File: src/rtl/stream_mux_pkg.sv
// Shared definitions for the round-robin stream multiplexer.
package stream_mux_pkg;

  // Arbitration modes selectable through the MODE parameter.
  localparam int MODE_RR    = 0;  // rotating priority, pointer moves after each packet
  localparam int MODE_FIXED = 1;  // lowest valid channel index always wins

  // Packet-level FSM: IDLE arbitrates every cycle, LOCKED holds one channel until its last beat.
  typedef enum logic {
    ST_IDLE   = 1'b0,
    ST_LOCKED = 1'b1
  } state_t;

endpackage : stream_mux_pkg

File: src/rtl/stream_mux_rr_arbiter.sv
// Combinational one-hot arbiter. Rotates the request vector so that the pointer
// channel lands at bit 0, picks the lowest set bit, then rotates the grant back.
// Fixed-priority mode simply forces the rotation amount to zero.
module rr_arbiter
  import stream_mux_pkg::*;
#(
  parameter  int NUM_CH = 4,
  parameter  int MODE   = MODE_RR,
  localparam int CH_W   = $clog2(NUM_CH)
) (
  input  logic [NUM_CH-1:0] req,
  input  logic [CH_W-1:0]   ptr,
  output logic [NUM_CH-1:0] gnt
);

  logic [CH_W-1:0]   eff_ptr;
  logic [NUM_CH-1:0] rot;
  logic [NUM_CH-1:0] low;

  // Double-width rotate-and-mask grant computation.
  // NOTE: every variable written here gets a value on every path, so no latch is inferred.
  always_comb begin
    eff_ptr = (MODE == MODE_FIXED) ? '0 : ptr;
    rot     = NUM_CH'({req, req} >> eff_ptr);
    low     = rot & (~rot + NUM_CH'(1));
    gnt     = NUM_CH'(({low, low} << eff_ptr) >> NUM_CH);
  end

endmodule : rr_arbiter

File: src/rtl/stream_mux_rr.sv
// N-channel registered stream multiplexer with per-packet grant locking.
// An arbiter picks a channel in IDLE; a multi-beat packet then locks the
// grant until its last beat has been accepted into the output register.
module stream_mux_rr
  import stream_mux_pkg::*;
#(
  parameter int NUM_CH = 4,
  parameter int WIDTH  = 4,
  parameter int MODE   = MODE_RR,
  parameter int CH_W   = $clog2(NUM_CH)
) (
  input  logic                    clk,
  input  logic                    rst_n,
  input  logic [NUM_CH*WIDTH-1:0] in_data,
  input  logic [NUM_CH-1:0]       in_valid,
  input  logic [NUM_CH-1:0]       in_last,
  output logic [NUM_CH-1:0]       in_ready,
  output logic [WIDTH-1:0]        out_data,
  output logic                    out_valid,
  output logic                    out_last,
  output logic [CH_W-1:0]         out_ch,
  input  logic                    out_ready
);

  state_t            state_q, state_d;
  logic [CH_W-1:0]   lock_ch_q, lock_ch_d;
  logic [CH_W-1:0]   rr_ptr_q, rr_ptr_d;
  logic [WIDTH-1:0]  out_data_q, out_data_d;
  logic              out_valid_q, out_valid_d;
  logic              out_last_q, out_last_d;
  logic [CH_W-1:0]   out_ch_q, out_ch_d;

  logic [NUM_CH-1:0] arb_gnt;
  logic [NUM_CH-1:0] grant;
  logic [NUM_CH-1:0] accept;
  logic              capacity;
  logic              xfer;
  logic [CH_W-1:0]   sel_ch;
  logic [WIDTH-1:0]  sel_data;
  logic              sel_last;

  rr_arbiter #(
    .NUM_CH (NUM_CH),
    .MODE   (MODE)
  ) u_arb (
    .req (in_valid),
    .ptr (rr_ptr_q),
    .gnt (arb_gnt)
  );

  // Grant, ready and selection of the accepted beat.
  always_comb begin
    capacity = !out_valid_q || out_ready;
    grant    = (state_q == ST_LOCKED) ? (NUM_CH'(1) << lock_ch_q) : arb_gnt;
    in_ready = rst_n ? (grant & {NUM_CH{capacity}}) : '0;
    accept   = in_valid & in_ready;
    xfer     = |accept;
    sel_ch   = '0;
    sel_data = '0;
    sel_last = 1'b0;
    for (int i = 0; i < NUM_CH; i++) begin
      if (accept[i]) begin
        sel_ch   = CH_W'(i);
        sel_data = in_data[i*WIDTH +: WIDTH];
        sel_last = in_last[i];
      end
    end
  end

  // Next-state logic: FSM, lock, pointer and output register.
  always_comb begin
    state_d     = state_q;
    lock_ch_d   = lock_ch_q;
    rr_ptr_d    = rr_ptr_q;
    out_data_d  = out_data_q;
    out_valid_d = out_valid_q;
    out_last_d  = out_last_q;
    out_ch_d    = out_ch_q;
    if (xfer) begin
      out_data_d  = sel_data;
      out_last_d  = sel_last;
      out_ch_d    = sel_ch;
      out_valid_d = 1'b1;
      if (sel_last) begin
        state_d = ST_IDLE;
        if (MODE == MODE_RR) begin
          rr_ptr_d = (sel_ch == CH_W'(NUM_CH - 1)) ? '0 : sel_ch + CH_W'(1);
        end
      end else begin
        state_d   = ST_LOCKED;
        lock_ch_d = sel_ch;
      end
    end else if (out_ready) begin
      out_valid_d = 1'b0;
    end
  end

  // State and output registers; reset drops any lock and any beat in flight.
  // NOTE: sequential state uses non-blocking assignments so all flops update together.
  always_ff @(posedge clk or negedge rst_n) begin
    if (!rst_n) begin
      state_q     <= ST_IDLE;
      lock_ch_q   <= '0;
      rr_ptr_q    <= '0;
      out_data_q  <= '0;
      out_valid_q <= 1'b0;
      out_last_q  <= 1'b0;
      out_ch_q    <= '0;
    end else begin
      state_q     <= state_d;
      lock_ch_q   <= lock_ch_d;
      rr_ptr_q    <= rr_ptr_d;
      out_data_q  <= out_data_d;
      out_valid_q <= out_valid_d;
      out_last_q  <= out_last_d;
      out_ch_q    <= out_ch_d;
    end
  end

  assign out_data  = out_data_q;
  assign out_valid = out_valid_q;
  assign out_last  = out_last_q;
  assign out_ch    = out_ch_q;

endmodule : stream_mux_rr

File: config.mk
export PLATFORM = sky130hd
export DESIGN_NAME = stream_mux_rr
export DESIGN_NICKNAME = d
export VERILOG_FILES = /design/src/rtl/stream_mux_pkg.sv /design/src/rtl/stream_mux_rr_arbiter.sv /design/src/rtl/stream_mux_rr.sv
export SDC_FILE = /design/constraint.sdc
export NUM_CORES = 1
export LEC_CHECK = 0
export CORE_ASPECT_RATIO = 0.7
export CORE_MARGIN = 4
export CORE_UTILIZATION = 39
export CTS_CLUSTER_DIAMETER = 150
export DETAILED_ROUTE_END_ITERATION = 16
export PLACE_DENSITY_LB_ADDON = 0.12
export SETUP_SLACK_MARGIN = 0.2
export SYNTH_ARGS = -nofsm -noshare
export SYNTH_HDL_FRONTEND = slang
export SYNTH_HIERARCHICAL = 1
export SYNTH_SLANG_ARGS = --single-unit
File: constraint.sdc
create_clock -name clk -period 2.3 [get_ports clk]
set_clock_uncertainty 0.2 [all_clocks]
set_input_delay 0.46 -clock clk [delete_from_list [all_inputs] [get_ports clk]]
set_output_delay 0.46 -clock clk [all_outputs]
set_load 0.02 [all_outputs]
==> impl_metrics.tcl, run 1 <==
set metrics [dict create \
    drtIter0Drc 30 \
    worstReg2RegEnd "lock_ch_q[0]$_DFFE_PN0P_" \
    power_density_nw_per_um2 1070 \
    via_count 1171 \
    grt_max_degree 16 \
    cpPeakStageDelay_ns 0.45 \
    hold_viol 0 \
    reg2reg_depth 9 \
    cp.required_ns 2.23 \
    cts-root-buf "clkbuf_8" \
    antenna_found_initial 0 \
    hold_start "out_ch[1]$_DFFE_PN0P_" \
    min_period_ns 2.47 \
    dp_hpwl_um 2380 \
    yosysWarnings 6 \
    synth_most_common_cell "nor2_1" \
    r2r_slack_ns -0.17 \
    synth-seq-area-share_pct 31.5 \
    io_pins 39 \
    grt_pass1_vias 1139 \
    wl_per_cell_um 16.0 \
    grt_overflow 0 \
    cts_buffers 3 \
    postSynth.asyncResetShare_pct 100 \
    grtUsageTotal_pct 18.9 \
    relSlewSlack_pct 75.5 \
    setup_ws_ns -0.169 \
    yosys_register_bits 13 \
    finalPower_uw 1980 \
    drive_gt1_share_pct 38.7 \
    setup.worst_path.end "lock_ch_q[0]$_DFFE_PN0P_" \
    reg2reg_from "rr_ptr_q[0]$_DFFE_PN0P_" \
    drt.antenna.violating_nets 0 \
    syn_nets 150 \
    vdd_ir_drop_max_v 0.000639 \
    crit_chain "inv_2 > buf_4 > a21oi_2 > o211a_1 > and3b_2 > and4b_1 > o211a_1 > a211oi_4 > mux2_4" \
    nets 219 \
    worstSkewPairLatency_ns 0.25 \
    worst_slew_pin_slew_ns 0.366 \
    post_drt_via_cell_ratio 5.20 \
    crit_slowest_cell "dfrtp_2" \
    path_common_cell "o211a_1" \
    status "finished with violations" \
    synth_ff_type "dfrtp_1" \
    rows 15 \
    wirelength_um 3590 \
    violations "setup timing" \
    yosys.area.top_type "dfrtp_1" \
    rsz0062_at_grt "true" \
    critical_path_arrival_ns 2.40 \
    die_w_um 69.5 \
    path_depth 9 \
    synth_cell_types 38 \
    die-area_um2 3550 \
    cts_max_level 1 \
    cts_sinks 13 \
    cap_violations 0 \
    ctsLongestPathBuffers 2 \
    synth.avg_cell_area_um2 8.39 \
    multi_input_area_um2 779 \
    finalSetupViolations 7 \
    critPathMaxFanout 6 \
    worstSetupStartpoint "rr_ptr_q[0]$_DFFE_PN0P_" \
    yosys-top-cells-count "14 x nor2_1, 13 x dfrtp_1, 11 x inv_1" \
    fmax_mhz 405 \
    crit_family "compound AO/OA/AOI/OAI gates" \
    antennaDiodeCount 0 \
    layout-area-overhead-vs-synth_pct 79.5 \
    grt_pass1_wl_um 5330 \
    initial_core_util_pct 41.4 \
    portBuffers 38 \
    route.detailed.drc 0 \
    crit_path_end_kind "flop" \
    cts_hold_buf 0 \
    cts_tree "yes" \
    synth_top_area_share_pct 31.5 \
    finalCritPeriodShare_pct 107 \
    synthesis.instances 123 \
    critPathLaunchType "flop" \
    place.gp.congestion 0.792 \
    fillers 186 \
    synthesis.area_um2 1030 \
    coreArea_um2 2500 \
    synth_edf_count 0 \
    yosys-top-cells-area "dfrtp_1 32%, nor2_1 5.1%, a21oi_1 4.8%, mux2i_1 4.8%, o211ai_1 4.4%" \
    worstSetupPathType "reg -> reg" \
    slew_violations 0 \
    leakagePower_uw 0.000878 \
    clk_pin_slew_worst_paths_ns 0.06 \
    hp-class "reg -> reg" \
    crit_buf_inv 2 \
    ff_latch_area_um2 328 \
    die_y_um 51.0 \
    setup_tns_ns -0.739 \
    drt_pass1_iterations 4 \
]
==> stage by stage <==
stage          hold slack [ns]  utilization [%]  std cells  area [um2]  setup slack (ns)
2_1_floorplan          -0.0356                -        123        1040           -0.0579
3_3_place_gp             0.266             64.2        213        1600            -0.641
3_5_place_dp             0.270             64.2        213        1600            -0.672
4_1_cts                  0.283             70.0        221        1750            -0.107
5_1_grt                  0.302             74.2        225        1850            -0.234
6_report                 0.278             74.2        225        1850            -0.169
==> power breakdown <==
group	switching (uW)	internal, uW
Sequential	120	340
Clock	87.0	120
Combinational	631	683
==> routing by layer <==
metal / part of all wire, % / GRT usage [%]
met5: 0 / 0
met4: 1.3 / 4.22
met3: 6.1 / 6.68
met2: 49 / 30.9
met1: 44 / 24.2
==> worst min path at each step <==
stage	to	cells after the start
2_1_floorplan	lock_ch_q[0]$_DFFE_PN0P_	0
3_3_place_gp	out_ch[0]$_DFFE_PN0P_	1
3_5_place_dp	out_ch[1]$_DFFE_PN0P_	1
4_1_cts	out_ch[1]$_DFFE_PN0P_	1
5_1_grt	out_data[3]$_DFFE_PN0P_	2
6_report	out_ch[1]$_DFFE_PN0P_	1
==> placed cells by master, fill, tap and decap left out, drive strengths merged <==
cell,count
a21boi,1
mux2i,5
nand2,10
clkdlybuf4s15,3
inv,11
dfrtp,13
a2bb2oi,4
a21oi,11
o21ai,9
a211oi,3
clkdlybuf4s50,30
dlygate4sd2,1
nand3,2
and2b,3
nand4,1
nor2b,3
o21a,3
o2bb2ai,1
mux2,1
o211ai,6
buf,34
clkbuf,3
nor3b,1
and4b,1
nand2b,2
clkinv,1
o31a,1
nor2,14
o211a,3
a41o,1
a22o,1
nor3,1
and3b,3
a21o,4
==> sequential cells by signal (all words and copies together), names as in the netlist <==
signal,cells
out_data,4
lock_ch_q,2
out_valid,1
out_ch,2
out_last,1
state_q,1
rr_ptr_q,2
==> repair_timing <==
item	CTS	global route
buffers inserted	4	4
gates cloned	0	0
pin swaps	10	19
hold endpoints to repair	0	0
resized for setup	52	18
endpoints found under the setup margin	17	16
==> cell type report <==
type | count | area share [%]
clock buffer | 3 | 2.23
clock inverter | 1 | 0.270
inverter | 11 | 2.23
multi-input combinational | 95 | 42.1
sequential | 13 | 17.7
tap | 34 | 2.30
timing repair buffer | 68 | 33.2
==> worst reg2reg max path: cells and delay by family (launching register included) <==
family                 cells  cell delay (ns)
AO/OA/AOI/OAI              4             0.72
flip-flops                 1             0.45
AND/OR/NAND/NOR            2             0.45
buffers and inverters      2             0.21
multiplexers               1             0.33
==> cell families (layout without fill, tap and decap cells) <==
| logic type | count (synthesis) | after routing | synth area share, % |
|---|---|---|---|
| buffers and inverters | 15 | 83 | 6.55 |
| DFF | 13 | 13 | 31.5 |
| muxes | 6 | 6 | 5.94 |
| and+or+nand+nor | 41 | 41 | 21.0 |
| AOI/OAI and AO/OA | 48 | 48 | 35.0 |
No activity file was read; power rests on OpenSTA's default activity.
==> run 2: changes to the inputs <==
- CAP_MARGIN: unset -> 30
==> results of run 2 <==
Same layout as run 1: the final DEF is identical, and so are final timing and power.
==> RTL change, RTL diff (settings of run 1) <==
`NUM_CH` is set to 4 in 2 places; all go to 8.
--- a/src/rtl/stream_mux_rr_arbiter.sv
+++ b/src/rtl/stream_mux_rr_arbiter.sv
@@ -5,5 +5,5 @@
   import stream_mux_pkg::*;
 #(
-  parameter  int NUM_CH = 4,
+  parameter  int NUM_CH = 8,
   parameter  int MODE   = MODE_RR,
   localparam int CH_W   = $clog2(NUM_CH)
--- a/src/rtl/stream_mux_rr.sv
+++ b/src/rtl/stream_mux_rr.sv
@@ -5,5 +5,5 @@
   import stream_mux_pkg::*;
 #(
-  parameter int NUM_CH = 4,
+  parameter int NUM_CH = 8,
   parameter int WIDTH  = 4,
   parameter int MODE   = MODE_RR,
Ports: changed (5 resized); port bits go from 39 to 68. The function was not compared with the original's and may differ.
==> RTL change against run 1 <==
The run still ends with setup timing left. Total power increased by 120%. Area after synthesis is 110% higher. Sequential power up 16%. Worst hold slack improved by 0.033 ns. Routed wire length rose to 3.0 times the old value. Sequential cell count rose by 3. Setup slack worse by 1.5 ns. Final area is 140% higher. Core utilization grew 8.4 points. Critical path depth grew 3.
==> RTL change: results (changes against run 1) <==
<table>
<tr><th>Metric</th><th>Value</th></tr>
<tr><th colspan="2">Cells and area</th></tr>
<tr><td>Proportion of layout cells with a drive suffix above 1</td><td>50.6% (+12 points)</td></tr>
<tr><td>Final core utilization</td><td>82.6% (+8.4 points)</td></tr>
<tr><td>Fill cell total of the finished layout</td><td>298 (+60%)</td></tr>
<tr><th colspan="2">Timing</th></tr>
<tr><td>Total negative slack</td><td>-35.14 ns (-34.40 ns)</td></tr>
<tr><td>Worst-case setup margin in the final layout</td><td>-1.66 ns (-1.49 ns)</td></tr>
<tr><td>Worst rel slew slack</td><td>77.8% (+2.3 points)</td></tr>
<tr><td>Final setup vio count</td><td>24 (+17)</td></tr>
<tr><th colspan="2">Routing</th></tr>
<tr><td>WL per Instance</td><td>20.2 um (+26%)</td></tr>
<tr><td>Total via count after detailed routing</td><td>3,235 (+180%)</td></tr>
<tr><td>Number of design-rule violations left by the first detailed-router iteration</td><td>293 (+880%)</td></tr>
<tr><th colspan="2">Power and ir drop</th></tr>
<tr><td>Internal power</td><td>2490 uW (+120%)</td></tr>
<tr><td>Max rail drop VDD</td><td>805 uV (+26%)</td></tr>
<tr><td>Total leakage power</td><td>0.00189 uW (+110%)</td></tr>
<tr><th colspan="2">Global routing</th></tr>
<tr><td>First-pass GRT wire length</td><td>15,500 um (+190%)</td></tr>
<tr><td>Aggregate global-route resource usage</td><td>27.4% (+8.5 points)</td></tr>
<tr><td>Via count of the first global-routing pass</td><td>3,024 (+170%)</td></tr>
<tr><th colspan="2">Synth</th></tr>
<tr><td>Main area contributors after synthesis</td><td>dfrtp_1 18%, mux2i_1 7.4%, nor2_1 4.8%</td></tr>
<tr><td>Sequential-to-total area share from yosys stat</td><td>18.5% (-13 points)</td></tr>
<tr><td>Post-Syn Nets</td><td>331 (+120%)</td></tr>
<tr><td>Library cells used by synthesis</td><td>62 (+63%)</td></tr>
<tr><th colspan="2">Status</th></tr>
<tr><td>Failing checks</td><td>setup timing</td></tr>
<tr><td>Outcome</td><td>finished, violations left</td></tr>
<tr><th colspan="2">Place</th></tr>
<tr><td>Post-place setup slack</td><td>-2.18 ns (-1.51 ns)</td></tr>
<tr><td>IO buf count</td><td>67 (+76%)</td></tr>
<tr><td>Detail Placement HPWL</td><td>7210 um (+200%)</td></tr>
<tr><td>Placed Cells incl. Taps</td><td>509 (+140%)</td></tr>
<tr><th colspan="2">Setup path</th></tr>
<tr><td>Slack of the worst reg-to-reg path</td><td>-1.66 ns (-1.49 ns)</td></tr>
<tr><td>Stage delay of the slowest cell on the critical path</td><td>0.50 ns (+0.05 ns)</td></tr>
<tr><td>Worst EP arrival</td><td>3.89 ns (+1.49 ns)</td></tr>
</table>
RTL change: final timing paths:
path,start,depth (start not counted),endpoint
worst max-delay path,rr_ptr_q[2],12,rr_ptr_q[2]
worst min-delay path,out_ch[1],1,out_ch[1]
worst max register to register,rr_ptr_q[2],12,rr_ptr_q[2]
worst min register to register,out_ch[1],1,out_ch[1]
max in group asynchronous,rst_n,2,rr_ptr_q[1]
min in group asynchronous,rst_n,2,out_data[2]
RTL change: what timing repair did:
item                       4_1_cts  5_1_grt
pin swaps                       31       22
setup endpoints to repair       24       24
buffers inserted                14       11
resized for setup              103       41
RTL change: layout make-up:
type                            instances  share of cell area, %
Multi-Input combinational cell        234                   46.2
Timing Repair Buffer                  199                   40.2
Sequential cell                        16                   9.18
Tap cell                               72                   2.05
Clock buffer                            4                   1.25
Inverter                               13                   1.11
RTL change: power groups by stage:
stage	Clock, uW	Combinational (uW)	Sequential, uW
3_5_place_dp	0	2900	500
3_3_place_gp	0	2870	496
5_1_grt	264	3870	541
6_report	247	3680	533
2_1_floorplan	0	1480	573
4_1_cts	246	3260	509
RTL change: routing by layer:
layer | track usage [%] | wire, um
met5 | 0 | 0
met4 | 3.74 | 231
met3 | 6.39 | 1070
met2 | 41.8 | 4870
met1 | 40.0 | 4680
RTL change: cell families (layout without fill, tap and decap cells):
| family | after synthesis | after routing | share of synthesized area (%) |
|---|---|---|---|
| simple gates | 98 | 98 | 23.9 |
| flops | 16 | 16 | 18.5 |
| buf+inv | 28 | 216 | 6.05 |
| mux | 27 | 27 | 14.6 |
| fa+ha+maj | 2 | 2 | 1.15 |
| compound gates | 107 | 107 | 35.8 |
